<file path="config.mk">
export PLATFORM = sky130hd
export DESIGN_NAME = sw_bank_reader
export DESIGN_NICKNAME = d
export VERILOG_FILES = /design/src/rtl/sw_bank_reader_pkg.sv /design/src/rtl/sync_2ff.sv /design/src/rtl/sw_bank_reader.sv
export SDC_FILE = /design/constraint.sdc
export NUM_CORES = 1
export LEC_CHECK = 0
export BUFFER_PORTS_ARGS = -buffer_cell sky130_fd_sc_hd__buf_2
export CAP_MARGIN = 20
export CORE_ASPECT_RATIO = 0.8
export CORE_MARGIN = 8
export CORE_UTILIZATION = 55
export DETAILED_ROUTE_END_ITERATION = 7
export GPL_TIMING_DRIVEN = 0
export PLACE_DENSITY_LB_ADDON = 0.05
export SETUP_SLACK_MARGIN = 0.1
export SLEW_MARGIN = 20
export SYNTH_ARGS = -nofsm -noshare
export SYNTH_HDL_FRONTEND = slang
export SYNTH_SLANG_ARGS = --single-unit
</file>
<file path="constraint.sdc">
create_clock -name clk -period 2 [get_ports clk]
set_input_delay 0.2 -clock clk [delete_from_list [all_inputs] [get_ports clk]]
set_output_delay 0.2 -clock clk [all_outputs]
set_load 0.03 [all_outputs]
</file>
<file path="src/rtl/sw_bank_reader_pkg.sv">
// sw_bank_reader_pkg: shared types and constants for the switch-bank reader.
// Holds the debounce FSM state encoding and the default switch-bank width,
// which the LED/RGB blocks reuse so the whole board agrees on the bank size.
package sw_bank_reader_pkg;

    localparam int unsigned SW_WIDTH = 6;

    typedef enum logic [1:0] {
        ST_IDLE   = 2'd0,
        ST_SETTLE = 2'd1,
        ST_REPORT = 2'd2
    } state_e;

endpackage

</file>
<file path="src/rtl/sync_2ff.sv">
// sync_2ff: two-flop synchroniser for a bus of asynchronous levels.
// Ports: clk (rising edge), rst_n (sync active-low), d (async input bus),
//        q (bus delayed by two clk edges, safe to use in the clk domain).
module sync_2ff #(
    parameter int unsigned WIDTH = 1
) (
    input  logic             clk,
    input  logic             rst_n,
    input  logic [WIDTH-1:0] d,
    output logic [WIDTH-1:0] q
);

    logic [WIDTH-1:0] s1_q;
    logic [WIDTH-1:0] s2_q;

    always_ff @(posedge clk) begin
        if (!rst_n) begin
            s1_q <= '0;
            s2_q <= '0;
        end else begin
            s1_q <= d;
            s2_q <= s1_q;
        end
    end

    assign q = s2_q;

endmodule

</file>
<file path="src/rtl/sw_bank_reader.sv">
// sw_bank_reader: synchronises, debounces and reports the board switch bank.
// Ports: clk, rst_n (sync active-low); sw (raw switch levels);
//        sw_stable (current debounced level); out_data/out_changed/out_valid
//        with out_ready form a valid/ready report of each new stable value
//        and the bits that changed relative to the previously accepted value.
module sw_bank_reader
    import sw_bank_reader_pkg::*;
#(
    parameter int unsigned WIDTH           = SW_WIDTH,
    parameter int unsigned DEBOUNCE_CYCLES = 1000
) (
    input  logic             clk,
    input  logic             rst_n,
    input  logic [WIDTH-1:0] sw,
    output logic [WIDTH-1:0] sw_stable,
    output logic [WIDTH-1:0] out_data,
    output logic [WIDTH-1:0] out_changed,
    output logic             out_valid,
    input  logic             out_ready
);

    localparam int unsigned      CNT_W   = $clog2(DEBOUNCE_CYCLES + 1);
    localparam logic [CNT_W-1:0] CNT_MAX = CNT_W'(DEBOUNCE_CYCLES - 1);

    logic [WIDTH-1:0] s2;
    state_e           state_q, state_d;
    logic [WIDTH-1:0] cand_q, cand_d;
    logic [WIDTH-1:0] stable_q, stable_d;
    logic [WIDTH-1:0] data_q, data_d;
    logic [WIDTH-1:0] chg_q, chg_d;
    logic             valid_q, valid_d;
    logic [CNT_W-1:0] cnt_q, cnt_d;

    sync_2ff #(.WIDTH(WIDTH)) u_sync (
        .clk  (clk),
        .rst_n(rst_n),
        .d    (sw),
        .q    (s2)
    );

    always_comb begin
        state_d  = state_q;
        cand_d   = cand_q;
        stable_d = stable_q;
        data_d   = data_q;
        chg_d    = chg_q;
        valid_d  = valid_q;
        cnt_d    = cnt_q;
        case (state_q)
            ST_IDLE: begin
                if (s2 != stable_q) begin
                    cand_d  = s2;
                    cnt_d   = '0;
                    state_d = ST_SETTLE;
                end
            end
            ST_SETTLE: begin
                // Falling back to the accepted level is a glitch, not a new value.
                if (s2 != cand_q && s2 == stable_q) begin
                    cnt_d   = '0;
                    state_d = ST_IDLE;
                end else if (s2 != cand_q) begin
                    cand_d = s2;
                    cnt_d  = '0;
                end else if (cnt_q == CNT_MAX) begin
                    stable_d = cand_q;
                    data_d   = cand_q;
                    chg_d    = cand_q ^ stable_q;
                    valid_d  = 1'b1;
                    state_d  = ST_REPORT;
                end else begin
                    cnt_d = cnt_q + CNT_W'(1);
                end
            end
            // The input is deliberately ignored here; IDLE picks up any change later.
            ST_REPORT: begin
                if (out_ready) begin
                    valid_d = 1'b0;
                    state_d = ST_IDLE;
                end
            end
            default: state_d = ST_IDLE;
        endcase
    end

    always_ff @(posedge clk) begin
        if (!rst_n) begin
            state_q  <= ST_IDLE;
            cand_q   <= '0;
            stable_q <= '0;
            data_q   <= '0;
            chg_q    <= '0;
            valid_q  <= 1'b0;
            cnt_q    <= '0;
        end else begin
            state_q  <= state_d;
            cand_q   <= cand_d;
            stable_q <= stable_d;
            data_q   <= data_d;
            chg_q    <= chg_d;
            valid_q  <= valid_d;
            cnt_q    <= cnt_d;
        end
    end

    assign sw_stable   = stable_q;
    assign out_data    = data_q;
    assign out_changed = chg_q;
    assign out_valid   = valid_q;

endmodule

</file>
==> impl_metrics.toml, run 1 <==
[status]
run_status = "finished, final reports clean"

[synthesis]
syn_area_per_cell_sq_um = 8.997
ys_async_sr_fraction = 0
ys_seq_area_frac = 0.4556
synth_edf_count = 0
syn_area_sq_mm = 0.001889
yosys_warnings = 0
syn_inst = 210
synthFlopType = "dfxtp_1"
synth_fp_nets = 220
ys_seq_elements = 43
synth_cell_types = 36

[floorplan]
start_util = 0.5636
die_x_um = 81.53
row_count = 19
ios = 28
fp.dieArea_sq_mm = 0.005578
dieHeight_um = 68.42
coreArea_sq_mm = 0.003352

[sta]
period_share = 0.9380
period_minus_slack_ns = 1.876
worst-slew-pin-transition_ns = 0.6789
setup_tns_ns = 0
layout_setup_ws_ns = 0.1239
slew_violations = 0
clock.fmax_ghz = 0.5330
hold_viol = 0
finClkSkew_ns = 0.005489
setup_violations = 0
finalHoldWorstSlack_ns = 0.1128
maxSlewHeadroom = 0.5474
grt_setup_unrepaired = "yes"

[setup_path]
cp-start-kind = "register"
cp_slowest_stage_delay_ns = 0.66
critPathKind = "register to register"
r2r_end = "cand_q[2]"
rrSetupSlack_ns = 0.12
r2r_cells = 4
critPathArrivalTime_ns = 2.09
crit_chain = "xor2_1 > nor2_1 > a311oi_2 > mux2i_1"
path_buf_inv = 0
r2r_start = "cand_q[5]"
crit_path_end_kind = "register"
critPathTopFamily = "compound AO/OA/AOI/OAI gates"
crit_slowest_cell = "a311oi_2"
worst-endpoint-required_ns = 2.21
worstPathMaxFanout = 6

[pwr]
p_sw_frac = 0.2423
clkPwrFrac = 0.342
powerDensity_mw_per_mm2 = 720.2
cellLeakagePower_nw = 0.8930
power_frac_seq = 0.560
p_comb_frac = 0.098
ir_worst_vdd_uv = 524.6
switchingPower_mw = 0.3882
power.internal_mw = 1.214

[layout]
finalNonFillerCells = 286
final_nets = 254
layout_commonest_cell = "dfxtp_1"
synthToLayoutAreaGrowth_pct = 17.75
n_antenna_cell = 0
fill_cells = 291
layout_common_cells = "dfxtp_1, nand2_1, buf_2"
drive_gt1_frac = 0.2254

[cts]
cts_max_level = 2
numClockSinks = 43
postCtsHoldBufs = 0
clockBufferDepth = 2
cts_buffers = 5
clock-root-buffer = "clkbuf_8"
clk_pin_slew_ns = 0.07
clock_latency_ns = 0.29
tritoncts = "done"

[global_routing]
grt_pass1_wl_um = 6713
grt.total_usage = 0.1536
grt_pass1_vias = 1462
antenna_found_initial = 0
grt_max_degree = 13
overflow = 0

[hold_path]
holdCritPathClass = "input port to register"
worstHoldEndpoint = "u_sync.s1_q[4]"
hold_start = "sw[4]"
min_path_cells = 2

[routing]
drt-initial-drc-count = 178
drt_first_pass_iters = 4
detail_route.wirelength_um = 4049
vias = 1563
postRouteAntennaNets = 0
drcViolationCount = 0
via_per_inst = 5.465
wl_per_cell_um = 14.16

[placement]
gp_congestion = 0.8376
place_inst = 278
dpl.hpwl_um = 2974
place_ws_ns = -0.1019
port_buffers = 26

[job]
drv_cap = 0
## worst max-delay path by stage
| stage | from | endpoint | slack [ns] | cells past startpoint |
|---|---|---|---|---|
| final | cand_q[5] | cand_q[2] | 0.12 | 4 |
| after global routing | cand_q[2] | cand_q[5] | -0.04 | 4 |
| after CTS | cand_q[3] | cnt_q[0] | 0.10 | 4 |
| after detailed placement | out_data[0] | cnt_q[1] | -0.10 | 5 |
| after global placement | out_data[0] | cnt_q[1] | -0.05 | 5 |
| after floorplan | out_data[0] | cnt_q[1] | 0.17 | 5 |
## layout make-up
cell class / instances / area [sq um] / share of cell area
multi-input cells: 151 / 982.2 / 0.4415
repair buffers: 27 / 137.6 / 0.06187
clock buffers: 6 / 82.58 / 0.03712
inverters: 2 / 7.507 / 0.003375
clock inverters: 1 / 5.005 / 0.002250
flip-flops and latches: 43 / 863.3 / 0.3881
well taps: 42 / 52.55 / 0.02362
plain buffers: 14 / 93.84 / 0.04218
## cells by family after synthesis
group / share of synthesized area
AND/OR/NAND/NOR: 0.2384
flip-flops: 0.4556
multiplexers: 0.03179
adder cells (fa/ha/maj): 0.006621
AO/OA/AOI/OAI: 0.1338
XOR/XNOR: 0.08344
buffers and inverters: 0.05033
## repair_timing
| item | 4_1_cts | 5_1_grt |
|---|---|---|
| gates resized for setup | 1 | 11 |
| pin swaps | 0 | 4 |
| buffers inserted | 0 | 1 |
| cloned | 0 | 0 |
| endpoints found under the setup margin | 6 | 15 |
## registers in the layout, indices dropped and copies added (netlist names)
register / count
u_sync.q: 6
u_sync.s1_q: 6
state_q: 2
cand_q: 6
out_valid: 1
cnt_q: 10
out_changed: 6
out_data: 6
## layer usage
layer  share of wire  GRT usage  up-vias  routed length, um
met4           0.014    0.07778        0                 57
met3           0.085    0.04199        6                345
met5               0          0        -                  0
met1            0.48     0.1898      713               1928
li1                -          -      785                  -
met2            0.42     0.2418       59               1717
## cells in the mapped netlist, drive strengths merged (4+ instances only)
cell type / count / area share
nand3: 11 / 0.029
a211oi: 6 / 0.024
nor2: 10 / 0.020
or3: 5 / 0.017
and2: 14 / 0.046
a21oi: 15 / 0.040
nand2: 36 / 0.073
buf: 9 / 0.036
nor3: 6 / 0.016
mux2i: 6 / 0.032
dfxtp: 43 / 0.46
clkbuf: 5 / 0.0099
xor2: 6 / 0.028
o21ai: 4 / 0.011
xnor2: 12 / 0.056
## per-stage QoR
| stage | instance area, sq um | power, mW | util |
|---|---|---|---|
| global route | 2225 | 1.675 | 0.6637 |
| detailed placement | 2072 | 1.060 | 0.6181 |
| finish | 2225 | 1.602 | 0.6637 |
| global placement | 2072 | 1.052 | 0.6181 |
| floorplan | 1889 | 1.022 | - |
| CTS | 2167 | 1.606 | 0.6465 |
## power by group through the flow
stage / clock network [mW] / logic [mW] / registers (mW)
2_1_floorplan: 0 / 0.111 / 0.910
3_3_place_gp: 0 / 0.138 / 0.914
3_5_place_dp: 0 / 0.144 / 0.916
4_1_cts: 0.565 / 0.146 / 0.896
5_1_grt: 0.602 / 0.173 / 0.901
6_report: 0.547 / 0.157 / 0.898
Power figures use the tool's default switching activity.
==> run 2, diff against run 1 <==
REMOVE_ABC_BUFFERS = 1   (was default)
==> run 2 against run 1 <==
Combinational power up 16%. Flip-flop and latch count unchanged. Clock-buffer cell count unchanged. Largest cell class unchanged. Non-clock buffer count down 8. First-iteration DRC count down 31%. Critical path type unchanged. Register-to-register slack better by 0.08 ns. Power up 0.23%. Routed wire length down 0.49%. Hold slack worse by 0.0015 ns. Setup slack better by 0.082 ns. Clock power down 3%.
==> impl_metrics.toml, run 2 (synthesized netlist as in run 1, its figures left out) <==
[global_routing]
grtUsageMet2 = 0.2161
grt_max_degree = 29
grt.total_usage = 0.1423
antenna_found_initial = 0
met1_usage = 0.1844
grt_pass1_vias = 1371
top_usage_layer = "met2"
grt_pass1_wl_um = 6085
overflow = 0
grt.met3_usage = 0.04199

[cts]
cts_buffers = 5
clockBufferDepth = 2
tritoncts = "done"
numClockSinks = 43
clk_pin_slew_ns = 0.08
cts_max_level = 2
clock_latency_ns = 0.29
postCtsHoldBufs = 0
clock-root-buffer = "clkbuf_8"

[routing]
drcViolationCount = 0
drt_first_pass_iters = 4
via_per_inst = 5.561
detail_route.wirelength_um = 4029
vias = 1557
drt-initial-drc-count = 123
wl_per_cell_um = 14.39
postRouteAntennaNets = 0

[layout]
utilization = 0.6517
synthToLayoutAreaGrowth_pct = 15.63
fill_cells = 261
layout_common_cells = "dfxtp_1, nand2_1, buf_2"
final_nets = 247
largest_register = "cnt_q"
drive_gt1_frac = 0.2143
layout_commonest_cell = "dfxtp_1"
n_antenna_cell = 0
largest_register_ffs = 10

[sta]
layout_setup_ws_ns = 0.2058
maxSlewHeadroom = 0.5070
finalHoldWorstSlack_ns = 0.1113
finClkSkew_ns = 0.004603
setup_violations = 0
hold_viol = 0
period_share = 0.8971
clock.fmax_ghz = 0.5574
setup_tns_ns = 0
grt_setup_unrepaired = "yes"
worst-slew-pin-transition_ns = 0.7386
slew_violations = 0
period_minus_slack_ns = 1.794

[setup_path]
worstPathMaxFanout = 6
critPathArrivalTime_ns = 2.01
crit_chain = "xnor2_1 > nand2_1 > o41ai_2 > nand2_1 > a21oi_1"
critPathKind = "register to register"
crit_slowest_cell = "o41ai_2"
cp-start-kind = "register"
worst-endpoint-required_ns = 2.21
crit_path_end_kind = "register"
r2r_cells = 5
cpMostUsedCell = "nand2_1"
cp_slowest_stage_delay_ns = 0.69

[floorplan]
coreArea_sq_mm = 0.003352
row_count = 19
dieHeight_um = 68.42
fp.dieArea_sq_mm = 0.005578
ios = 28
die_x_um = 81.53
start_util = 0.5636

[pwr]
p_comb_frac = 0.113
clkPwrFrac = 0.329
total_power_mw = 1.606
ir_worst_vdd_uv = 605.5
powerDensity_mw_per_mm2 = 735.1
power.internal_mw = 1.204
p_sw_frac = 0.2504
power_frac_seq = 0.558
switchingPower_mw = 0.4022
cellLeakagePower_nw = 0.8651

[hold_path]
min_path_cells = 2
holdCritPathClass = "input port to register"

[placement]
gp_congestion = 0.8262
dpl.hpwl_um = 2770
port_buffers = 27
place_ws_ns = -0.1350

[status]
run_status = "finished, final reports clean"

[job]
drv_cap = 0
-- run 2: cell count changes in the layout (fill, tap and decap cells not counted), moves of 2 or more --
cell / previous run / this run
buf_6: 2 / 0
clkbuf_1: 5 / 1
dfxtp_1: 41 / 43
dfxtp_2: 2 / 0
-- run 2: what timing repair did --
action | 4_1_cts | 5_1_grt
pin swaps | 0 | 4
resized for setup | 2 | 9
setup buffers | 0 | 6
cloned | 0 | 1
endpoints found under the hold margin | 0 | 0
endpoints found under the setup margin | 19 | 22
-- run 2: layout make-up --
cell class,count,area [sq um],share of cell area
Tap cell,42,52.55,0.02405
Timing Repair Buffer,33,180.2,0.08247
Multi-Input combinational cell,152,998.5,0.4570
Sequential cell,43,860.8,0.3940
Clock inverter,2,12.51,0.005727
Inverter,2,7.507,0.003436
Clock buffer,6,72.57,0.03322
-- run 2: path summary, 6_finish.rpt --
check             slack [ns]            from              to
hold / removal          0.11           sw[2]  u_sync.s1_q[2]
setup reg to reg        0.21     out_data[0]        cnt_q[6]
setup / recovery        0.21     out_data[0]        cnt_q[6]
hold reg to reg         0.44  u_sync.s1_q[4]     u_sync.q[4]
-- run 2: power by group through the flow --
stage	logic [mW]	registers, mW	clock network (mW)
detailed placement	0.138	0.915	0
global route	0.198	0.900	0.574
floorplan	0.103	0.910	0
finish	0.182	0.896	0.528
CTS	0.140	0.895	0.539
global placement	0.134	0.913	0
-- run 2: stage by stage --
stage          area, sq um  cells
4_1_cts               2083    273
5_1_grt               2185    280
3_5_place_dp          1989    265
2_1_floorplan         1802    196
6_report              2185    280
3_3_place_gp          1989    265
-- run 2: metal layers --
metal,routed length (um),part of all wire
met1,2010,0.50
met2,1729,0.43
met3,244,0.061
met4,44,0.011
met5,0,0
-- run 2: critical path, delay by kind of cell (launching register included) --
family | cells | cell delay, ns
and+or+nand+nor | 2 | 0.27
xor gates and xnor gates | 1 | 0.14
DFF | 1 | 0.44
AOI/OAI and AO/OA | 2 | 0.87
